<file path="config.mk">
export PLATFORM = sky130hd
export DESIGN_NAME = cycle_sequencer
export DESIGN_NICKNAME = d
export VERILOG_FILES = /design/src/rtl/cycle_sequencer_pkg.sv /design/src/rtl/mem_wait_timer.sv /design/src/rtl/cycle_sequencer.sv
export SDC_FILE = /design/constraint.sdc
export NUM_CORES = 1
export LEC_CHECK = 0
export BUFFER_PORTS_ARGS = -buffer_cell sky130_fd_sc_hd__buf_2
export CAP_MARGIN = 0
export CORE_MARGIN = 3
export CORE_UTILIZATION = 47
export CTS_CLUSTER_SIZE = 8
export DETAILED_ROUTE_END_ITERATION = 10
export PLACE_DENSITY_LB_ADDON = 0.3
export SYNTH_ARGS = -nofsm -noshare
export SYNTH_HDL_FRONTEND = slang
export SYNTH_SLANG_ARGS = --single-unit
export TNS_END_PERCENT = 100
</file>
<file path="constraint.sdc">
create_clock -name clk -period 1.8 [get_ports clk]
set_input_delay 0.27 -clock clk [delete_from_list [all_inputs] [get_ports clk]]
set_output_delay 0.27 -clock clk [all_outputs]
set_load 0.02 [all_outputs]
</file>
<file path="src/rtl/cycle_sequencer_pkg.sv">
// Shared definitions for the cycle sequencer: state codes,
// defaults, counter width and the latched decode bundle.
package cycle_sequencer_pkg;

  localparam logic [2:0] ST_IDLE   = 3'd0;
  localparam logic [2:0] ST_FETCH  = 3'd1;
  localparam logic [2:0] ST_DECODE = 3'd2;
  localparam logic [2:0] ST_EXEC   = 3'd3;
  localparam logic [2:0] ST_MEM    = 3'd4;
  localparam logic [2:0] ST_WB     = 3'd5;
  localparam logic [2:0] ST_HALT   = 3'd6;
  localparam logic [2:0] ST_FAULT  = 3'd7;

  localparam logic [3:0] HALT_OPCODE_DEF = 4'hF;
  localparam int         MEM_TIMEOUT_DEF = 15;
  localparam int         ICNT_W          = 16;

  typedef struct packed {
    logic reg_write;
    logic mem_write;
    logic mem_read;
    logic cond;
  } dec_t;

  function automatic logic st_busy(
    input logic [2:0] s
  );
    return (s >= ST_FETCH) && (s <= ST_WB);
  endfunction

endpackage

</file>
<file path="src/rtl/mem_wait_timer.sv">
// Counts MEM cycles spent without mem_ready.
// Ports: clk, reset (sync, high), clear (hold at zero),
//        inc (count this cycle), hit (count reaches
//        MEM_TIMEOUT at the coming edge).
module mem_wait_timer #(
  parameter int MEM_TIMEOUT = 15
) (
  input  logic clk,
  input  logic reset,
  input  logic clear,
  input  logic inc,
  output logic hit
);

  localparam int CW = $clog2(MEM_TIMEOUT + 1);
  localparam logic [CW-1:0] LIMIT = CW'(MEM_TIMEOUT);
  localparam logic [CW-1:0] LAST  = CW'(MEM_TIMEOUT - 1);

  logic [CW-1:0] cnt_q;
  logic [CW-1:0] cnt_d;

  always_comb begin
    cnt_d = cnt_q;
    if (clear) begin
      cnt_d = '0;
    end else if (inc && (cnt_q != LIMIT)) begin
      cnt_d = cnt_q + CW'(1);
    end
  end

  // Flag the cycle whose increment lands on the limit,
  // so the owner leaves after exactly MEM_TIMEOUT cycles.
  assign hit = inc && !clear && (cnt_q == LAST);

  always_ff @(posedge clk) begin
    if (reset) begin
      cnt_q <= '0;
    end else begin
      cnt_q <= cnt_d;
    end
  end

endmodule

</file>
<file path="src/rtl/cycle_sequencer.sv">
// Multi-cycle instruction sequencer for a small CPU.
// Ports: clk, reset (sync, high), run, step, opcode,
//        dec_* decode bits, zero, mem_ready in; ir_load,
//        pc_en, pc_jump_sel, reg_we, mem_req, mem_we,
//        busy, halted, state, instr_count out.
module cycle_sequencer
  import cycle_sequencer_pkg::*;
#(
  parameter logic [3:0] HALT_OPCODE = HALT_OPCODE_DEF,
  parameter int         MEM_TIMEOUT = MEM_TIMEOUT_DEF
) (
  input  logic              clk,
  input  logic              reset,
  input  logic              run,
  input  logic              step,
  input  logic [3:0]        opcode,
  input  logic              dec_reg_write,
  input  logic              dec_mem_write,
  input  logic              dec_mem_read,
  input  logic              dec_cond,
  input  logic              zero,
  input  logic              mem_ready,
  output logic              ir_load,
  output logic              pc_en,
  output logic              pc_jump_sel,
  output logic              reg_we,
  output logic              mem_req,
  output logic              mem_we,
  output logic              busy,
  output logic              halted,
  output logic [2:0]        state,
  output logic [ICNT_W-1:0] instr_count
);

  logic [2:0]        state_q;
  logic [2:0]        state_d;
  dec_t              dec_q;
  dec_t              dec_d;
  logic [ICNT_W-1:0] instr_count_q;
  logic [ICNT_W-1:0] instr_count_d;

  logic retire;
  logic tmo_hit;
  logic in_mem;
  logic mem_op;

  assign in_mem = (state_q == ST_MEM);
  assign mem_op = dec_q.mem_read || dec_q.mem_write;

  mem_wait_timer #(
    .MEM_TIMEOUT (MEM_TIMEOUT)
  ) u_timer (
    .clk   (clk),
    .reset (reset),
    .clear (!in_mem),
    .inc   (in_mem && !mem_ready),
    .hit   (tmo_hit)
  );

  // Output decode: registered state and latched bits,
  // qualified only by the datapath flags zero/mem_ready.
  always_comb begin
    ir_load     = 1'b0;
    retire      = 1'b0;
    pc_jump_sel = 1'b0;
    reg_we      = 1'b0;
    mem_req     = 1'b0;
    mem_we      = 1'b0;
    halted      = 1'b0;
    busy        = 1'b0;
    if (!reset) begin
      busy = st_busy(state_q);
      unique case (state_q)
        ST_FETCH: begin
          ir_load = 1'b1;
        end
        ST_EXEC: begin
          if (!mem_op && !dec_q.reg_write) begin
            retire      = 1'b1;
            pc_jump_sel = dec_q.cond && zero;
          end
        end
        ST_MEM: begin
          mem_req = 1'b1;
          mem_we  = dec_q.mem_write;
          // mem_read selects load data, so it wins.
          if (mem_ready && !dec_q.mem_read) begin
            retire = 1'b1;
          end
        end
        ST_WB: begin
          reg_we = 1'b1;
          retire = 1'b1;
        end
        ST_HALT,
        ST_FAULT: begin
          halted = 1'b1;
        end
        default: begin
        end
      endcase
    end
  end

  assign pc_en = retire;

  // Next-state process.
  always_comb begin
    state_d       = state_q;
    dec_d         = dec_q;
    instr_count_d = instr_count_q;
    unique case (state_q)
      ST_IDLE: begin
        if (run || step) begin
          state_d = ST_FETCH;
        end
      end
      ST_FETCH: begin
        state_d = ST_DECODE;
      end
      ST_DECODE: begin
        dec_d.reg_write = dec_reg_write;
        dec_d.mem_write = dec_mem_write;
        dec_d.mem_read  = dec_mem_read;
        dec_d.cond      = dec_cond;
        if (opcode == HALT_OPCODE) begin
          state_d = ST_HALT;
        end else begin
          state_d = ST_EXEC;
        end
      end
      ST_EXEC: begin
        if (mem_op) begin
          state_d = ST_MEM;
        end else if (dec_q.reg_write) begin
          state_d = ST_WB;
        end
      end
      ST_MEM: begin
        if (mem_ready) begin
          if (dec_q.mem_read) begin
            state_d = ST_WB;
          end
        end else if (tmo_hit) begin
          state_d = ST_FAULT;
        end
      end
      default: begin
      end
    endcase
    if (retire) begin
      instr_count_d = instr_count_q + ICNT_W'(1);
      state_d       = run ? ST_FETCH : ST_IDLE;
    end
  end

  always_ff @(posedge clk) begin
    if (reset) begin
      state_q       <= ST_IDLE;
      dec_q         <= '0;
      instr_count_q <= '0;
    end else begin
      state_q       <= state_d;
      dec_q         <= dec_d;
      instr_count_q <= instr_count_d;
    end
  end

  assign state       = state_q;
  assign instr_count = instr_count_q;

endmodule

</file>
* Word level (Yosys, flattened, before mapping)
Cells that the tools add are included. W data, S select, Z words.
Cells by class: muxes and demuxes 28, reductions and logical operators 19, $add $sub $neg 2, order comparisons 2, bitwise gates (word level) 1, eq/ne operators 14
Operators by type and width (number):
- $mux W3 | 8
- $mux W1 | 18
- $add A16 B1 Y16 const B | 1
- $ne A4 B4 Y1 const B | 4
- $pmux W3 S5 | 1
- $eq A3 B3 Y1 const B | 4
- $eq A4 B4 Y1 const B | 2
- $logic_and A1 B1 Y1 | 8
- $eq A3 B2 Y1 const B | 2
- $reduce_bool A6 Y1 | 1
- $reduce_and A5 Y1 | 1
- $add A4 B1 Y4 const B | 1
- $logic_not A1 Y1 | 4
- $reduce_or A2 Y1 | 2
- $eq A3 B1 Y1 const B | 1
- $ge A3 B1 Y1 const B | 1
- $le A3 B3 Y1 const B | 1
- $logic_not A3 Y1 | 1
- $ne A3 B3 Y1 const B | 1
- $pmux W1 S3 | 1
- $logic_or A1 B1 Y1 | 2
- $not A1 Y1 | 1
Storage, ports and cells: register bits 27, word-level logic and storage cells 73, input bits 14

* Depth between registers and ports, before layout
depth in word-level cells 8, gate-level depth with buffers 7, depth with buffers taken out 7

* By module
A second synthesis with hierarchy kept.
Unflattened totals: cell total of the unflattened synthesis 168, area total of the unflattened synthesis 1511.4 µm²
By module, submodules not included:
- cycle_sequencer | times used 1, area each 1290.0 µm², cells an instance 143, seq. area each 460.4 µm²
- mem_wait_timer | times used 1, area each 221.5 µm², cells an instance 25, seq. area each 80.1 µm²

* Worst setup path after synthesis
Ideal clock, no wire load.
path type register to output, start point register state_q[1], in the netlist state[1], end point output port pc_jump_sel, stages on the path, launching flop included 6, setup slack -0.503 ns, data required time 1.530 ns, data arrival time 2.033 ns, cell sequence dfxtp_1 > or3b_1 > or3_1 > buf_4 > buf_6 > nor3_1
On the way: word-level cells in the longest chain between the ends 3
Ends and longest elaborated chain:
- start, declared | line cycle_sequencer.sv:35 | logic [2:0] state_q;
- start signal, assigned | line cycle_sequencer.sv:163 | state_q <= state_d;
- $eq A3 B2 Y1 | line cycle_sequencer.sv:73 | unique case (state_q)
- $mux W1 | line cycle_sequencer.sv:73
- $mux W1 | line cycle_sequencer.sv:71 | if (!reset) begin
- end, declared | line cycle_sequencer.sv:25 | output logic pc_jump_sel,
Every way passes these cells.

* Worst setup path after layout
start point register state_q[1], in the netlist state[1], end point output port pc_en
On the way: word-level cells in the longest chain between the ends 3, elaborated cells between the ends (all ways) 5
Ends and longest elaborated chain:
- $eq A3 B3 Y1 / $eq A3 B2 Y1 (equally long branches) | line cycle_sequencer.sv:73
- $pmux W1 S3 (*) | line cycle_sequencer.sv:73
- $mux W1 (*) | line cycle_sequencer.sv:71
- end, declared | line cycle_sequencer.sv:24 | output logic pc_en,
Every way passes the cells marked *; elsewhere a longest branch is shown, timed or not.

==> metrics <==
max cap viols 0; Sinks on Clock Net 27; #FFs+latches synth 27; dpl cells 262; Fin Clk Skew 0.01487 ns; TritonCTS buffer count 3; share of cells above drive strength 1 41.23%; initial core utilization 49.35%; Final Wtd Congestion 0.8414; Max Clock Freq roughly 460 MHz; DPL Wire Length approximately 2600 um; final hold violations 0; CP Depth 4; Max FO, Critical Path 2; setup slack after layout -0.3730 ns; area leader, netlist dfxtp_1; Syn-to-layout area delta 42.17%; Final Cycle Share 120.7%; most common cell in the netlist nor2_1; Worst Reg-to-Reg Cells 7; IO Pins 41; Seq/Total Area, Yosys 35.58%; hold_buf cts 0; clock share of power between 10 and 15%; Worst Setup Path Type reg -> out; combinational share of power approximately half; nets 246; vias per cell 5.342; Pwr Density 856.0 nW/um^2; Die Wd around 63 um; die area 3950 um^2; run status complete, but fails checks; share of the synthesized area in the top cell type 35.58%; worst slew pin tran 0.4068 ns; post-route cell area 2160 um^2; GRT overflow 0; worst path cell trace or3b_4 > or3_4 > a211oi_4 > buf_6; Post-DP Area 1872 um^2; CP required 1.53 ns; CTS tree built; Syn. warnings 0; unrepaired setup endpoints after global routing true; hold path cells 2; CP Capture Type output port; drt pass-1 iters 4; asr flop ratio synth 0%; overall global routing resource usage 20.14%; # rows 20; top cells by count, synth nor2_1, dfxtp_1, xnor2_1; Main synth FF type dfxtp_1; largest stage delay on the critical path 0.38 ns; core box area 3078 um^2; max-slew violation count 0; H-Tree Level Count 1; DRC viols 0; Flop pwr share 36.6%; mapped cell area between 1500 and 2000 um^2; wire per inst 14.29 um; fin cells ~270; Sw Ratio 39.18%; vias post-DR 1453; Post-Syn Nets 190; Mapped Avg Cell Area 8.780 um^2; Max rail drop VDD 0.5885 mV; antenna cell count 0; pin count of the biggest net entering global routing 16; Pint 0.001124 W; global-route wire length before repair 6382 um; clk slew on worst S/H paths 0.15 ns; Fill cells 237; CTS max path bufs 2; Cells after Synth 173; Setup crit start kind flip-flop; Lkg Pwr 0.7941 nW; Yosys cell types 39; Setup violations, final 21; Hold Crit Class in -> reg; latest clock arrival within the worst-skew pair 0.34 ns; Worst slew margin 72.86%; 1st-iter DRT viols 74; WHS 0.1497 ns; delay-heaviest family, CP simple AND/OR/NAND/NOR gates; main area contributors after synthesis dfxtp_1, xnor2_1, nor2_1; input/output buffers 40; root buf cell clkbuf_4; antenna violations before repair 0; die height approximately 63 um; crit path max-delay cell type or3_4; failing checks setup timing; Worst Path Buf+Inv 1; critical path arrival 1.90 ns; Final min period 2.173 ns; post-detailed-route count of antenna-violating nets 0; Post-synth EDFFs 0; final wirelength 3887 um; vias in the first global route 1378; Net Switching 0.0007243 W
-- worst paths after layout --
check,from,end,slack (ns)
setup reg to reg,state[1]$_SDFFE_PP0P_,instr_count[2]$_SDFFE_PP0P_,-0.22
setup / recovery,state[1]$_SDFFE_PP0P_,pc_en,-0.37
hold reg to reg,dec_q[0]$_SDFFE_PP0P_,dec_q[0]$_SDFFE_PP0P_,0.54
hold / removal,run,state[0]$_SDFFE_PP0P_,0.15
-- sequential cells by signal, indices dropped and copies added (netlist names) --
| name | flops |
|---|---|
| dec_q | 4 |
| instr_count | 16 |
| state | 3 |
| u_timer.cnt_q | 4 |
-- through the flow --
step                util [%]  worst slack, ns  setup TNS [ns]  total power, W
finish                 70.16          -0.3730          -3.491        0.001849
global route           70.16          -0.4302          -4.869        0.001957
CTS                    67.40          -0.3285          -2.976        0.001733
detailed placement     60.81          -0.2439          -2.343        0.001351
global placement       60.81          -0.1777          -1.748        0.001343
floorplan                  -          -0.2967          -2.711        0.001152
-- layer usage --
metal	track usage (%)	share of wire (%)
met1	24.22	43
met2	33.29	50
met3	6.295	4.6
met4	7.989	2.4
met5	0	0
-- placed cells by master (no fill, tap or decap), types with 2 or more instances in the layout --
| master | n |
|---|---|
| nand2_1 | 8 |
| a211oi_1 | 2 |
| a211oi_2 | 3 |
| nand3_1 | 7 |
| a21oi_2 | 2 |
| a211oi_4 | 7 |
| inv_1 | 11 |
| buf_2 | 36 |
| dfxtp_1 | 25 |
| nand4_1 | 4 |
| buf_12 | 4 |
| nand2b_1 | 2 |
| and2_1 | 3 |
| and4_1 | 4 |
| mux2i_1 | 4 |
| xor2_1 | 2 |
| a21oi_1 | 2 |
| buf_6 | 4 |
| o21ai_0 | 2 |
| a2111oi_4 | 4 |
| nor3_1 | 3 |
| clkbuf_4 | 3 |
| buf_4 | 18 |
| xnor2_1 | 16 |
| ha_1 | 3 |
| nand3b_1 | 2 |
| nor2_1 | 26 |
-- power by group through the flow --
stage	Clock, W	Sequential [W]	Combinational, W
after global placement	0	0.000681	0.000661
after floorplan	0	0.000728	0.000424
after CTS	0.000275	0.000672	0.000786
after detailed placement	0	0.000685	0.000666
after global routing	0.000299	0.000682	0.000976
final	0.000268	0.000677	0.000903
-- cells by family after synthesis --
logic type	share of synthesized area [%]
flip-flops	35.58
multiplexers	2.636
AO/OA/AOI/OAI	19.52
XOR/XNOR	10.38
buffers and inverters	6.260
adder cells (fa/ha/maj)	2.471
AND/OR/NAND/NOR	23.15
-- area by class of cell --
| type | count | area [um^2] | area share [%] |
|---|---|---|---|
| multi-input combinational | 124 | 1050 | 48.61 |
| sequential | 27 | 545.5 | 25.26 |
| timing repair buffer | 62 | 440.4 | 20.39 |
| tap | 44 | 55.05 | 2.549 |
| inverter | 11 | 41.29 | 1.912 |
| clock buffer | 3 | 22.52 | 1.043 |
| clock inverter | 1 | 5.005 | 0.2317 |
-- what timing repair did --
item                                    CTS  global route
cloned                                    1             0
endpoints found under the hold margin     0             0
endpoints found under the setup margin   22            24
setup buffers                             4             3
pin swaps                                14            10
gates resized for setup                  21            20
(Power assumes the default switching activity.)
